### config.mk
export PLATFORM = sky130hd
export DESIGN_NAME = mux_pipe_nx
export DESIGN_NICKNAME = d
export VERILOG_FILES = /design/src/rtl/mux_pipe_pkg.sv /design/src/rtl/rr_arbiter_n.sv /design/src/rtl/mux_pipe_nx.sv
export SDC_FILE = /design/constraint.sdc
export NUM_CORES = 1
export LEC_CHECK = 0
export CAP_MARGIN = 10
export CELL_PAD_IN_SITES_DETAIL_PLACEMENT = 0
export CELL_PAD_IN_SITES_GLOBAL_PLACEMENT = 2
export CORE_UTILIZATION = 18
export CTS_CLUSTER_SIZE = 16
export DETAILED_ROUTE_END_ITERATION = 12
export GPL_ROUTABILITY_DRIVEN = 0
export PLACE_DENSITY_LB_ADDON = 0.1
export SYNTH_ARGS = -nofsm -noshare
export SYNTH_HDL_FRONTEND = slang
export SYNTH_SLANG_ARGS = --single-unit
### constraint.sdc
create_clock -name Clk -period 1.3 [get_ports Clk]
set_clock_uncertainty 0.1 [all_clocks]
set_input_delay 0.325 -clock Clk [delete_from_list [all_inputs] [get_ports Clk]]
set_output_delay 0.325 -clock Clk [all_outputs]
set_load 0.02 [all_outputs]
### src/rtl/mux_pipe_pkg.sv
// Shared constants and helpers for the N-channel pipelined multiplexer.
package mux_pipe_pkg;

  localparam int MUX_MODE_SEL = 0;
  localparam int MUX_MODE_RR  = 1;

  // Index width for n channels, never narrower than one bit.
  function automatic int clog2_min1(input int n);
    int r;
    r = 0;
    while ((1 << r) < n) r++;
    return (r < 1) ? 1 : r;
  endfunction

endpackage

### src/rtl/rr_arbiter_n.sv
// Combinational round-robin picker: first valid channel at or after i_ptr, wrapping mod N.
module rr_arbiter_n
  import mux_pipe_pkg::*;
#(
  parameter int N  = 2,
  parameter int SW = clog2_min1(N)
) (
  input  logic [SW-1:0] i_ptr,
  input  logic [N-1:0]  i_valid,
  output logic [SW-1:0] o_grant,
  output logic          o_grant_valid
);

  int w_idx;

  always_comb begin
    o_grant       = '0;
    o_grant_valid = |i_valid;
    w_idx         = 0;
    // Walk from the farthest offset back to the pointer so the nearest valid wins.
    for (int off = N - 1; off >= 0; off--) begin
      w_idx = int'(i_ptr) + off;
      if (w_idx >= N) w_idx = w_idx - N;
      if (i_valid[w_idx]) o_grant = SW'(w_idx);
    end
  end

endmodule

### src/rtl/mux_pipe_nx.sv
// N-channel, WIDTH-bit multiplexer with a one-entry registered output slot and
// valid/ready handshakes; channel chosen by S or by round-robin arbitration.
module mux_pipe_nx
  import mux_pipe_pkg::*;
#(
  parameter int N     = 2,
  parameter int WIDTH = 5,
  parameter int MODE  = MUX_MODE_SEL,
  parameter int SW    = clog2_min1(N)
) (
  input  logic               Clk,
  input  logic               Reset,
  input  logic [N*WIDTH-1:0] A,
  input  logic [N-1:0]       A_valid,
  output logic [N-1:0]       A_ready,
  input  logic [SW-1:0]      S,
  output logic [WIDTH-1:0]   Y,
  output logic               Y_valid,
  input  logic               Y_ready,
  output logic [SW-1:0]      Y_sel
);

  logic             w_can_load;
  logic             w_xfer;
  logic             w_grant_valid;
  logic [SW-1:0]    w_grant;
  logic [WIDTH-1:0] w_data;

  logic [WIDTH-1:0] r_y;
  logic             r_y_valid;
  logic [SW-1:0]    r_y_sel;

  assign w_can_load = !r_y_valid || Y_ready;
  assign w_xfer     = w_can_load && w_grant_valid && !Reset;

  generate
    if (MODE == MUX_MODE_RR) begin : g_rr
      logic [SW-1:0] r_ptr;

      rr_arbiter_n #(
        .N  (N),
        .SW (SW)
      ) u_arb (
        .i_ptr         (r_ptr),
        .i_valid       (A_valid),
        .o_grant       (w_grant),
        .o_grant_valid (w_grant_valid)
      );

      always_ff @(posedge Clk or posedge Reset) begin
        if (Reset) begin
          r_ptr <= '0;
        end else if (w_xfer) begin
          r_ptr <= (w_grant == SW'(N - 1)) ? '0 : w_grant + 1'b1;
        end
      end
    end else begin : g_sel
      // Out-of-range selects (non power-of-two N) never grant.
      always_comb begin
        w_grant       = S;
        w_grant_valid = 1'b0;
        if (int'(S) < N) w_grant_valid = A_valid[S];
      end
    end
  endgenerate

  always_comb begin
    w_data = '0;
    for (int k = 0; k < N; k++) begin
      if (w_grant == SW'(k)) w_data = A[k*WIDTH +: WIDTH];
    end
  end

  generate
    for (genvar gi = 0; gi < N; gi++) begin : g_ready
      assign A_ready[gi] = w_xfer && (w_grant == SW'(gi));
    end
  endgenerate

  always_ff @(posedge Clk or posedge Reset) begin
    if (Reset) begin
      r_y       <= '0;
      r_y_valid <= 1'b0;
      r_y_sel   <= '0;
    end else if (w_xfer) begin
      r_y       <= w_data;
      r_y_valid <= 1'b1;
      r_y_sel   <= w_grant;
    end else if (Y_ready) begin
      r_y_valid <= 1'b0;
    end
  end

  assign Y       = r_y;
  assign Y_valid = r_y_valid;
  assign Y_sel   = r_y_sel;

endmodule

-- Word-level counts from Yosys, hierarchy flattened
Cells that the tools add are included.
- register bits after elaboration: 7
- memories kept: 0
- bits in latches: 0
- memory bits (read-only): 0
- output and inout bits: 9
- RAM bits: 0
- bitwise operators: 1
- divide/modulo/power cells: 0
- order comparisons: 1
- reductions and logical operators: 8
- eq/ne operators: 0
- multiplexer cells: 5
- multipliers: 0
- shift-type cells: 0
- add/subtract/negate cells: 0
- operators with widths (operator ; count):
    two-way mux 5 bit ; 1
    logical AND 1 bit ; 4
    two-way mux 1 bit ; 4
    logical NOT 1 bit ; 2
    less-than comparator 1 x 2 -> 1 bit (second input constant) ; 1
    nonzero test 2 bit ; 1
    logical OR 1 bit ; 1
    NOT 1 bit ; 1

-- Logic depth before layout (Yosys ltp)
- depth in word-level cells: 5
- mapped depth: 4
- mapped depth without buffers: 3

-- Worst setup path after synthesis
Ideal clock, no wire load.
- kind: reg2out
- start: register r_y_valid, in the netlist Y_valid
- end: output port A_ready[1]
- cell stages (with the launch flop): 3
- path slack: -328 ps
- data arrival time: 1203 ps
- data required time: 875 ps
- cell sequence: dfrtp_1 -> nor2b_1 -> nor3_1
- cells in the longest elaborated chain, start to end: 5
- RTL lines (what ; line ; text):
    from (decl) ; mux_pipe_nx.sv:30 ; logic r_y_valid;
    from (signal assigned) ; mux_pipe_nx.sv:83 ; r_y_valid <= 1'b0;
    from (signal assigned) ; mux_pipe_nx.sv:87 ; r_y_valid <= 1'b1;
    from (signal assigned) ; mux_pipe_nx.sv:90 ; r_y_valid <= 1'b0;
    logical NOT 1 bit ; mux_pipe_nx.sv:33 ; assign w_can_load = !r_y_valid || Y_ready;
    logical OR 1 bit ; mux_pipe_nx.sv:33 ;
    logical AND 1 bit (2 in series) ; mux_pipe_nx.sv:34 ; assign w_xfer = w_can_load && w_grant_valid && !Reset;
    logical AND 1 bit ; mux_pipe_nx.sv:76 ; assign A_ready[gi] = w_xfer && (w_grant == SW'(gi));
    to (decl) ; mux_pipe_nx.sv:15 ; output logic [N-1:0] A_ready,
Every way passes these cells.

-- Worst setup path in the final report
Same ends and word-level chain as after synthesis.

==> results.toml <==
[detailed_routing]
top_layer_used = "met3"
dr_total_vias = 361
route.detailed.wl_per_inst_um = 12.3
drc_errors = 0
drt-initial-drc-count = 3
dr.pass1.iters = 2
routed_via_density = 3.92
drt_wl_total_mm = 1.13
wl_met1_um = 473
dr_wl_met2_um = 590
drtAntennaViolNets = 0
wl_met3_um = 70

[final_layout]
layout.nets = 82
antenna_cells = 0
layout-drive-gt1-share = 0.631
area_growth_pct = 93.5

[setup_path]
cp_top_family = "flip-flops"
cp.depth = 3
ff2ff_setup_slack_ns = -0.20
crit_path_end_kind = "primary output"
worstPathCellList = "nor2b_4 > nor3_4 > buf_6"
critPathKind = "reg -> out"
max_stage_delay_ns = 0.39
worst-path-buf-inv = 1
start_kind = "register"
crit_slowest_cell = "dfrtp_2"
r2r_cells = 5
required_ns = 0.88
crit_fanout = 4
arrival_ns = 1.08

[timing]
tightest_slew_ns = 0.291
setup_viol = 9
finalMaxSlewViolations = 0
fin_crit_ns = 1.51
worst_hold_slack_ns = 0.247
rsz0062_at_grt = "yes"
fin_ws_ns = -0.208
finalCritPeriodShare = 1.16
slew_headroom = 0.806
clock.fmax_ghz = 0.663
hold_violations = 0

[synthesis]
ys_seq_elements = 7
syn-instance-count = 29
synth.distinct_cells = 12
yosysTopAreaCellShare = 0.452
syn_area_um2 = 388
synth_top_cell_by_area = "dfrtp_1"
ys_seq_area_frac = 0.452
synth_nets = 45
avgSynthCellArea_um2 = 13.4
yosysWarnings = 0
yosys-top-cells-area = "dfrtp_1 (45%), mux2_2 (29%), a211oi_4 (5.2%)"

[clocking]
clk_pin_slew_worst_paths_ns = 0.05
cts_tree = "yes"
h-tree-depth = 1
hold_buffers = 0
clk_latency_ns = 0.25
cts_sinks = 7
cts-root-buf = "clkbuf_4"
cts_buffer_depth = 2
numCtsBuffers = 3

[die]
io_pins = 25
die_x_um = 48.4
die_h_um = 48.4
rows = 16
core_area_mm2 = 0.00200
start_util = 0.194
dieArea_mm2 = 0.00234

[global_routing]
overflow = 0
grt_pass1_vias = 396
antenna_found_initial = 0
grt_pass1_wl_mm = 2.01
track_usage = 0.115
grt_max_degree = 8

[placed_design]
dp_slack_ns = -0.854
portBuffers = 24
dpl.hpwl_um = 828

[job]
maxCapViolations = 0

[power_and_ir_drop]
leakage_nw = 0.346
power_density_mw_per_mm2 = 1070
ir_drop_v = 0.000542

[worst_hold_path]
hold_class = "in -> async"

[run_status]
failed_checks = "negative setup slack"
status = "finished with violations"
per-layer routing:
metal / up-vias / track usage
li1: 175 / -
met2: 11 / 0.207
met4: 0 / 0
met1: 175 / 0.125
met3: 0 / 0.0660
met5: - / 0
through the flow:
step | cell area (um^2) | std cells | TNS (ns) | util | total power, mW
floorplan | 407 | 29 | -1.02 | - | 0.444
global placement | 714 | 85 | -6.53 | 0.357 | 0.615
detailed placement | 714 | 85 | -6.91 | 0.357 | 0.624
CTS | 737 | 91 | -1.35 | 0.368 | 0.809
global route | 751 | 92 | -1.69 | 0.375 | 0.862
finish | 751 | 92 | -1.24 | 0.375 | 0.801
final cells by class:
type / count / area, um^2
multi-input cells: 19 / 236
inverters: 2 / 7.51
fillers: 214 / 1250
flip-flops and latches: 7 / 176
well taps: 27 / 33.8
repair buffers: 33 / 270
clock buffers: 4 / 26.3
flip-flops by register name, summed over array words and instances, names as in the netlist:
register	cells
Y	5
Y_sel	1
Y_valid	1
worst paths after layout:
path                                           from                   to
worst max-delay path            Y_valid$_DFFE_PP0P_           A_ready[1]
min in group Clk                                  S    Y_sel$_DFFE_PP0P_
max in group asynchronous                     Reset  Y_valid$_DFFE_PP0P_
worst min-delay path                          Reset    Y_sel$_DFFE_PP0P_
worst max register to register  Y_valid$_DFFE_PP0P_    Y_sel$_DFFE_PP0P_
worst min register to register     Y[0]$_DFFE_PP0P_     Y[0]$_DFFE_PP0P_
cell usage after synthesis, drive strengths merged:
library cell / instances
mux2: 10
a211oi: 1
nor2b: 1
nand2b: 1
nand2: 1
or2: 1
buf: 1
o31a: 1
inv: 2
dfrtp: 7
a211o: 1
nor3: 2
logic make-up after synthesis:
| group | synth area share |
|---|---|
| multiplexers | 0.290 |
| flip-flops | 0.452 |
| AND/OR/NAND/NOR | 0.110 |
| AO/OA/AOI/OAI | 0.100 |
| buffers and inverters | 0.0484 |
layout by cell type, fill, tap and decap left out, drive strengths merged, types with 2 or more instances in the layout:
master,instances
buf,18
clkdlybuf4s50,10
mux2,10
dfrtp,7
clkbuf,5
dlygate4sd2,3
inv,2
nor3,2
worst min-delay path: stages:
cell	delay (ns)
clkdlybuf4s15_1	0.24
buf_4	0.19
inv_1	0.23
power by group:
part	internal [mW]	switching, mW	total (mW)
clock network	0.117	0.0756	0.193
logic	0.177	0.144	0.321
registers	0.264	0.0236	0.288
total	0.558	0.243	0.801
what timing repair did:
action | in CTS | in global routing
setup buffers | 2 | 1
gates resized for setup | 51 | 4
endpoints found under the hold margin | 0 | 0
pin swaps | 4 | 1
setup endpoints to repair | 16 | 10
No activity file was read; power rests on OpenSTA's default activity.
